File: src/rtl/rxfifo_rd_machine.sv
// Rx FIFO read-side engine: pulls one word per request from a standard FIFO read port
// and delivers it to either the descriptor fetch path (priority) or the Linux read path.
module rxfifo_rd_machine #(
    parameter int unsigned DATA_WIDTH     = 32,
    parameter int unsigned TIMEOUT_CYCLES = 16,
    parameter int unsigned CNT_WIDTH      = 16
) (
    input  logic                  clk,
    input  logic                  reset_n,
    input  logic                  rxfifo_empty,
    output logic                  rxfifo_rd_en,
    input  logic [DATA_WIDTH-1:0] rxfifo_dread,
    input  logic                  rxfifo_valid,
    input  logic                  rxfifo_underflow,
    input  logic                  linux_rd_start,
    input  logic                  desc_rd_start,
    output logic [DATA_WIDTH-1:0] rd_data,
    output logic                  rd_done,
    output logic                  rd_owner,
    output logic                  rd_err,
    output logic [CNT_WIDTH-1:0]  rd_word_count
);

    localparam logic [1:0] ST_IDLE       = 2'd0;
    localparam logic [1:0] ST_RD         = 2'd1;
    localparam logic [1:0] ST_WAIT_VALID = 2'd2;
    localparam logic [1:0] ST_DONE       = 2'd3;

    localparam logic [7:0] LP_TMO_LAST = 8'(TIMEOUT_CYCLES - 1);

    logic [1:0]            r_state;
    logic                  r_pend_linux;
    logic                  r_pend_desc;
    logic                  r_owner;
    logic [7:0]            r_tmo_cnt;
    logic                  r_rd_en;
    logic [DATA_WIDTH-1:0] r_rd_data;
    logic                  r_rd_done;
    logic                  r_rd_owner;
    logic                  r_rd_err;
    logic [CNT_WIDTH-1:0]  r_word_count;

    logic [1:0]            w_state_nxt;
    logic                  w_pend_linux_nxt;
    logic                  w_pend_desc_nxt;
    logic                  w_owner_nxt;
    logic [7:0]            w_tmo_cnt_nxt;
    logic                  w_rd_en_nxt;
    logic [DATA_WIDTH-1:0] w_rd_data_nxt;
    logic                  w_rd_done_nxt;
    logic                  w_rd_owner_nxt;
    logic                  w_rd_err_nxt;
    logic [CNT_WIDTH-1:0]  w_word_count_nxt;

    logic w_req_linux;
    logic w_req_desc;
    logic w_grant;
    logic w_grant_linux;
    logic w_grant_desc;

    assign w_req_linux   = r_pend_linux | linux_rd_start;
    assign w_req_desc    = r_pend_desc | desc_rd_start;
    assign w_grant       = (r_state == ST_IDLE) && (w_req_linux || w_req_desc) && !rxfifo_empty;
    assign w_grant_desc  = w_grant & w_req_desc;
    assign w_grant_linux = w_grant & ~w_req_desc;

    // A start seen in any state re-arms its flag; only the grant cycle consumes it.
    assign w_pend_linux_nxt = w_grant_linux ? 1'b0 : w_req_linux;
    assign w_pend_desc_nxt  = w_grant_desc ? 1'b0 : w_req_desc;

    always_comb begin
        w_state_nxt      = r_state;
        w_owner_nxt      = r_owner;
        w_tmo_cnt_nxt    = r_tmo_cnt;
        w_rd_en_nxt      = 1'b0;
        w_rd_data_nxt    = r_rd_data;
        w_rd_done_nxt    = 1'b0;
        w_rd_owner_nxt   = r_rd_owner;
        w_rd_err_nxt     = 1'b0;
        w_word_count_nxt = r_word_count;

        case (r_state)
            ST_IDLE: begin
                if (w_grant) begin
                    w_owner_nxt = w_req_desc;
                    w_rd_en_nxt = 1'b1;
                    w_state_nxt = ST_RD;
                end
            end
            ST_RD: begin
                w_tmo_cnt_nxt = '0;
                w_state_nxt   = ST_WAIT_VALID;
            end
            ST_WAIT_VALID: begin
                if (rxfifo_valid) begin
                    w_rd_data_nxt    = rxfifo_dread;
                    w_rd_done_nxt    = 1'b1;
                    w_rd_owner_nxt   = r_owner;
                    w_word_count_nxt = r_word_count + CNT_WIDTH'(1);
                    w_state_nxt      = ST_DONE;
                end else if (rxfifo_underflow || (r_tmo_cnt == LP_TMO_LAST)) begin
                    // Failed request is consumed; rd_data keeps the last good word.
                    w_rd_done_nxt  = 1'b1;
                    w_rd_err_nxt   = 1'b1;
                    w_rd_owner_nxt = r_owner;
                    w_state_nxt    = ST_DONE;
                end else begin
                    w_tmo_cnt_nxt = r_tmo_cnt + 8'd1;
                end
            end
            ST_DONE: begin
                w_state_nxt = ST_IDLE;
            end
            default: begin
                w_state_nxt = ST_IDLE;
            end
        endcase
    end

    always_ff @(posedge clk or negedge reset_n) begin
        if (!reset_n) begin
            r_state      <= ST_IDLE;
            r_pend_linux <= 1'b0;
            r_pend_desc  <= 1'b0;
            r_owner      <= 1'b0;
            r_tmo_cnt    <= '0;
            r_rd_en      <= 1'b0;
            r_rd_data    <= '0;
            r_rd_done    <= 1'b0;
            r_rd_owner   <= 1'b0;
            r_rd_err     <= 1'b0;
            r_word_count <= '0;
        end else begin
            r_state      <= w_state_nxt;
            r_pend_linux <= w_pend_linux_nxt;
            r_pend_desc  <= w_pend_desc_nxt;
            r_owner      <= w_owner_nxt;
            r_tmo_cnt    <= w_tmo_cnt_nxt;
            r_rd_en      <= w_rd_en_nxt;
            r_rd_data    <= w_rd_data_nxt;
            r_rd_done    <= w_rd_done_nxt;
            r_rd_owner   <= w_rd_owner_nxt;
            r_rd_err     <= w_rd_err_nxt;
            r_word_count <= w_word_count_nxt;
        end
    end

    assign rxfifo_rd_en  = r_rd_en;
    assign rd_data       = r_rd_data;
    assign rd_done       = r_rd_done;
    assign rd_owner      = r_rd_owner;
    assign rd_err        = r_rd_err;
    assign rd_word_count = r_word_count;

endmodule

File: config.mk
export PLATFORM = sky130hd
export DESIGN_NAME = rxfifo_rd_machine
export DESIGN_NICKNAME = d
export VERILOG_FILES = /design/src/rtl/rxfifo_rd_machine.sv
export SDC_FILE = /design/constraint.sdc
export NUM_CORES = 1
export LEC_CHECK = 0
export CORE_UTILIZATION = 25
export CTS_BUF_LIST = sky130_fd_sc_hd__clkbuf_4
export CTS_CLUSTER_SIZE = 10
export DETAILED_ROUTE_END_ITERATION = 16
export DONT_BUFFER_PORTS = 1
export GPL_ROUTABILITY_DRIVEN = 1
export GPL_TIMING_DRIVEN = 0
export PLACE_DENSITY_LB_ADDON = 0.3
export SYNTH_ARGS = -nofsm -noshare
export SYNTH_HDL_FRONTEND = slang
export SYNTH_SLANG_ARGS = --single-unit
File: constraint.sdc
create_clock -name clk -period 1.6 [get_ports clk]
set_input_delay 0.48 -clock clk [delete_from_list [all_inputs] [get_ports clk]]
set_output_delay 0.48 -clock clk [all_outputs]
set_load 0.05 [all_outputs]
==> results of run 1 <==
==> cell families after synthesis <==
kind of cell             Yosys count  synth area share
XOR/XNOR                          17           0.05327
multiplexers                      34            0.1370
flip-flops                        65            0.5819
buffers and inverters             10           0.02014
adder cells (fa/ha/maj)            6           0.02686
AND/OR/NAND/NOR                   63            0.1294
AO/OA/AOI/OAI                     19           0.05148
==> final timing paths <==
path | from | end | slack (ps) | cells after the start
min in group clk | rxfifo_dread[2] | rd_data[2]$_DFFE_PN0P_ | 210 | 1
max reg2reg | r_tmo_cnt[5]$_DFFE_PN0P_ | rd_owner$_DFFE_PN0P_ | 40 | 4
min reg2reg | r_owner$_DFFE_PN0P_ | rd_owner$_DFFE_PN0P_ | 540 | 1
max | r_tmo_cnt[5]$_DFFE_PN0P_ | rd_owner$_DFFE_PN0P_ | 40 | 4
max in group asynchronous | reset_n | rd_data[28]$_DFFE_PN0P_ | 1730 | 0
min | reset_n | rd_word_count[6]$_DFFE_PN0P_ | -250 | 0
==> placed cells by master, fill, tap and decap left out, types with 4 or more instances in the layout <==
master / netlist / routed
dfrtp_2: 0 / 42
mux2_2: 34 / 34
dfrtp_1: 65 / 21
buf_4: 2 / 13
xnor2_1: 13 / 13
nand3_1: 13 / 13
nand2_1: 12 / 12
nor2_1: 13 / 11
clkbuf_4: 0 / 11
a21oi_1: 4 / 4
xor2_1: 4 / 4
==> per-stage QoR <==
| stage | instances | instance area [um2] | setup TNS, ps | setup slack [ps] |
|---|---|---|---|---|
| final | 379 | 3323 | 0 | 36.89 |
| after global routing | 379 | 3323 | -105.1 | -40.51 |
| after CTS | 373 | 3193 | 0 | 3.216 |
| after detailed placement | 354 | 2979 | -6146 | -210.8 |
| after global placement | 354 | 2979 | -4736 | -176.4 |
| after floorplan | 214 | 2804 | 0 | 1.834 |
==> flip-flops by register name, indices dropped and copies added, names as in the netlist <==
signal and flops:
r_pend_desc 1, rd_done 1, rd_err 1, rxfifo_rd_en 1, r_tmo_cnt 8, r_owner 1, r_state 2, rd_data 32
rd_word_count 16, rd_owner 1, r_pend_linux 1
==> metal layers <==
metal | vias to the layer above | wire length, um | global-route usage
li1 | 792 | - | -
met1 | 856 | 2322 | 0.1212
met2 | 58 | 2790 | 0.1584
met3 | 6 | 444 | 0.05811
met4 | 0 | 57 | 0.02935
met5 | - | 0 | 0
==> area by class of cell <==
class                      instances  area, um2  area share
clock inverter                     5      46.29     0.01393
multi-input combinational        139       1197      0.3603
tap                              140      175.2     0.05271
timing repair buffer               9      67.56     0.02033
sequential                        65       1687      0.5075
clock buffer                      11      82.58     0.02485
buffer                             6      52.55     0.01581
inverter                           4      15.01    0.004518
==> worst max-delay path, stage by stage, from the launching register on <==
cell and delay (ps):
dfrtp_1 400, or3_4 430, nor2_4 130, o31a_2 160
mux2_2 330
==> timing repair <==
| item | in CTS | in global routing |
|---|---|---|
| resized for setup | 25 | 39 |
| setup endpoints to repair | 50 | 51 |
| hold endpoints to repair | 65 | 65 |
| setup buffers | 3 | 6 |
| pin swaps | 2 | 3 |
==> report_power, final <==
| group | switching [mW] | internal [mW] | total [mW] |
|---|---|---|---|
| registers | 2.27 | 2.30 | 4.57 |
| logic | 0.558 | 0.824 | 1.38 |
| clock network | 0.566 | 0.495 | 1.06 |
| total | 3.39 | 3.62 | 7.01 |
==> results.toml, run 1 <==
[status]
outcome = "complete, but fails checks"
failed_checks = "hold timing"

[sta]
worstMarginPinSlew_ps = 476.1
setup_violations = 0
fmax_mhz = 639.7
hold_ws_ps = -254.1
hold_violations = 65
layout_min_cycle_time_ps = 1563
fin_worst_skew_ps = 14.86
rsz0062_at_grt = "yes"
fin_crit_sh = 0.9769
relSlewSlack = 0.6826
final_max_slew_viol_count = 0

[clock_network]
numCtsBuffers = 9
cts-htree-levels = 3
tritoncts = "yes"
root_buffer = "clkbuf_4"
clkLatencyLatePin_ps = 410
numClockSinks = 65
clockBufferDepth = 2
clk_pin_slew_ps = 110

[layout]
syn_to_final_growth_pct = 18.89
n_fill_cell = 1098
antenna_cells = 0
utilization = 0.3052
fin_nets = 279
drive_gt1_frac = 0.5356

[synthesis]
yosysWarnings = 0
synth_most_common_cell = "dfrtp_1"
synth_cells = 214
synth.top_cells.by_count = "65 x dfrtp_1, 34 x mux2_2, 13 x nand3_1, 13 x nor2_1, 13 x xnor2_1"
ys_ff_latch = 65
syn_area_um2 = 2795
synth_cell_types = 38
synth_edf_count = 0
synth_top_flop_cell = "dfrtp_1"
syn_area_per_cell_um2 = 13.06
syn_nets = 259
synth_area_leaders = "dfrtp_1 58%, mux2_2 14%, xnor2_1 4.1%, ha_1 2.7%, nand3_1 2.3%"
yosys.area.top_type = "dfrtp_1"
synthArstFlopShare = 1.000
yosysSeqAreaShare = 0.5819
yosysTopAreaCellShare = 0.5819

[drt]
first_iter_violations = 68
wl_per_cell_um = 14.82
drc = 0
vias_per_cell = 4.517
postRouteAntennaNets = 0
vias = 1712
dr.pass1.iters = 4
wl_um = 5615

[worst_setup_path]
end_kind = "register"
crit_path_start_kind = "register"
critPathKind = "register to register"
crit_arrival_ps = 1860
path_max_fanout = 3
crit_required_ps = 1890

[placement]
hpwlAfterDp_um = 3893
gp_congestion = 0.7311
port_buffers = 0

[floorplan]
rows = 38
coreArea_um2 = 10890
die_w_um = 107.7
fp.dieH_um = 107.7
pin_count = 91
dieArea_um2 = 11610
start_util = 0.2567

[hold_path]
min_path_type = "input port to asynchronous set/reset pin"

[grt]
grt_pass1_vias = 1703
antenna_found_initial = 0
grt_first_pass_wirelength_um = 8763
grt_usage = 0.1028
grt_max_degree = 66
grt-ovfl-total = 0

[flow_run]
maxCapViolCount = 0

[pwr]
vdd_ir_drop_max_mv = 1.046
totalPowerFinal_mw = 7.010
power_density_nw_per_um2 = 2110
leakagePower_nw = 1.377
(Power assumes the default switching activity.)
==> inputs of run 2 (changes only) <==
CORE_UTILIZATION = 58   (was 25)
GPL_ROUTABILITY_DRIVEN = 0   (was 1)
HOLD_SLACK_MARGIN = 0.12   (was unset)
==> run 2 against run 1 <==
  * Via count down 0.35%
  * Die area down 56%
  * Largest cell class unchanged
  * Clock-buffer cell count down 2
  * The run ends with hold timing, setup timing left
==> results.toml, run 2 (synthesis results as in run 1) <==
[status]
outcome = "complete, but fails checks"
failed_checks = "hold timing, setup timing"

[floorplan]
rows = 24
pin_count = 91
coreArea_um2 = 4504
fp.dieH_um = 71.42
dieArea_um2 = 5101
die_w_um = 71.42
start_util = 0.6206

[worst_setup_path]
cpLargestDelayFamily = "simple AND/OR/NAND/NOR gates"
crit_buf_inv = 0
crit_arrival_ps = 1870
critPathMaxStageDelay_ps = 580
crit_path_start_kind = "register"
path_max_fanout = 5
crit_chain = "and4_2 > and4_4 > nand3_1 > xnor2_1"
critPathLaunch = "rd_word_count[4]$_DFFE_PN0P_"
cp_slowest_cell = "dfrtp_2"
critPathKind = "register to register"
crit_required_ps = 1870
r2r-start = "rd_word_count[4]$_DFFE_PN0P_"
end_kind = "register"

[clock_network]
tritoncts = "yes"
cts-htree-levels = 3
numClockSinks = 65
clk_pin_slew_ps = 120
clkLatencyLatePin_ps = 390
clockBufferDepth = 2
numCtsBuffers = 9
root_buffer = "clkbuf_4"

[pwr]
seq_power_share = 0.657
p_switching_mw = 3.393
p_int_mw = 3.455
power_density_nw_per_um2 = 2166
leakagePower_nw = 1.386
p_clk_frac = 0.153
swShare = 0.4954
vdd_ir_drop_max_mv = 1.377
pwr-share-comb = 0.190

[drt]
first_iter_violations = 59
postRouteAntennaNets = 0
drc = 0
wl_um = 5264
wl_per_cell_um = 18.28
vias_per_cell = 5.924
dr.pass1.iters = 5
vias = 1706

[flow_run]
maxCapViolCount = 0

[grt]
antenna_found_initial = 0
grt_first_pass_wirelength_um = 8155
grt-ovfl-total = 0
grt_max_degree = 66
grt_pass1_vias = 1775
grt_usage = 0.2114

[sta]
setup_violations = 1
relSlewSlack = 0.6349
worstMarginPinSlew_ps = 541.9
hold_violations = 65
setup_slack_ps = -2.023
layout_min_cycle_time_ps = 1602
fmax_mhz = 624.2
hold_ws_ps = -230.8
fin_worst_skew_ps = 17.74
rsz0062_at_grt = "yes"
fin_crit_sh = 1.001
final_max_slew_viol_count = 0

[layout]
drive_gt1_frac = 0.4195
syn_to_final_growth_pct = 13.12
mostFrequentLayoutCells = "49 x dfrtp_1, 34 x mux2_2, 15 x dfrtp_2"
final_common_cell = "dfrtp_1"
largest_register_ffs = 32
utilization = 0.7019
fin_nets = 276
antenna_cells = 0
final_cells = 288

[hold_path]
min_path_type = "input port to asynchronous set/reset pin"

[placement]
port_buffers = 0
hpwlAfterDp_um = 3582
dp_cells = 266
run 2: path summary, 6_finish.rpt:
path	to	slack [ps]	cells after the start
worst max-delay path	rd_word_count[12]$_DFFE_PN0P_	-2	4
max in group asynchronous	rd_word_count[1]$_DFFE_PN0P_	1700	0
worst max register to register	rd_word_count[12]$_DFFE_PN0P_	-2	4
min in group clk	rd_data[5]$_DFFE_PN0P_	230	1
worst min register to register	rd_owner$_DFFE_PN0P_	530	1
worst min-delay path	rd_word_count[15]$_DFFE_PN0P_	-230	0
run 2: area by class of cell:
class / count / area [um2]
sequential: 65 / 1649
clock buffer: 9 / 67.56
multi-input combinational: 139 / 1200
timing repair buffer: 6 / 45.04
tap: 52 / 65.06
buffer: 6 / 48.80
fill: 306 / 1343
inverter: 4 / 15.01
clock inverter: 7 / 71.32
run 2: worst reg2reg max path, stage by stage (launching register included):
cell and delay (ps):
dfrtp_2 580, and4_2 380, and4_4 280, nand3_1 100, xnor2_1 150
run 2: metrics by stage:
step | power, mW | instance area, um2 | TNS [ps] | hold WS [ps] | setup slack [ps]
finish | 6.849 | 3162 | -2.023 | -230.8 | -2.023
global route | 7.166 | 3162 | -120.1 | -282.8 | -43.30
CTS | 6.823 | 3085 | -65.16 | -256.5 | -35.54
detailed placement | 5.685 | 2869 | -3311 | 186.1 | -207.8
global placement | 5.594 | 2869 | -753.1 | 186.7 | -160.4
floorplan | 5.381 | 2804 | 0 | 184.4 | 1.834
run 2: metal layers:
layer  up-vias  track usage  wire length [um]
li1        786            -                 -
met2        80       0.3354              2690
met3         7       0.1055               508
met4         0      0.07778                49
met5         -            0                 0
met1       833       0.2488              2015
run 2: power groups by stage:
stage	registers, mW	clock network, mW	logic [mW]
finish	4.50	1.05	1.30
global route	4.58	1.15	1.44
CTS	4.48	1.08	1.26
detailed placement	4.49	0	1.19
global placement	4.48	0	1.12
floorplan	4.36	0	1.02
run 2: timing repair:
item | 4_1_cts | 5_1_grt
gates cloned | 0 | 0
resized for setup | 19 | 14
buffers inserted | 4 | 2
endpoints found under the setup margin | 43 | 14
hold endpoints to repair | 65 | 65
pin swaps | 1 | 2
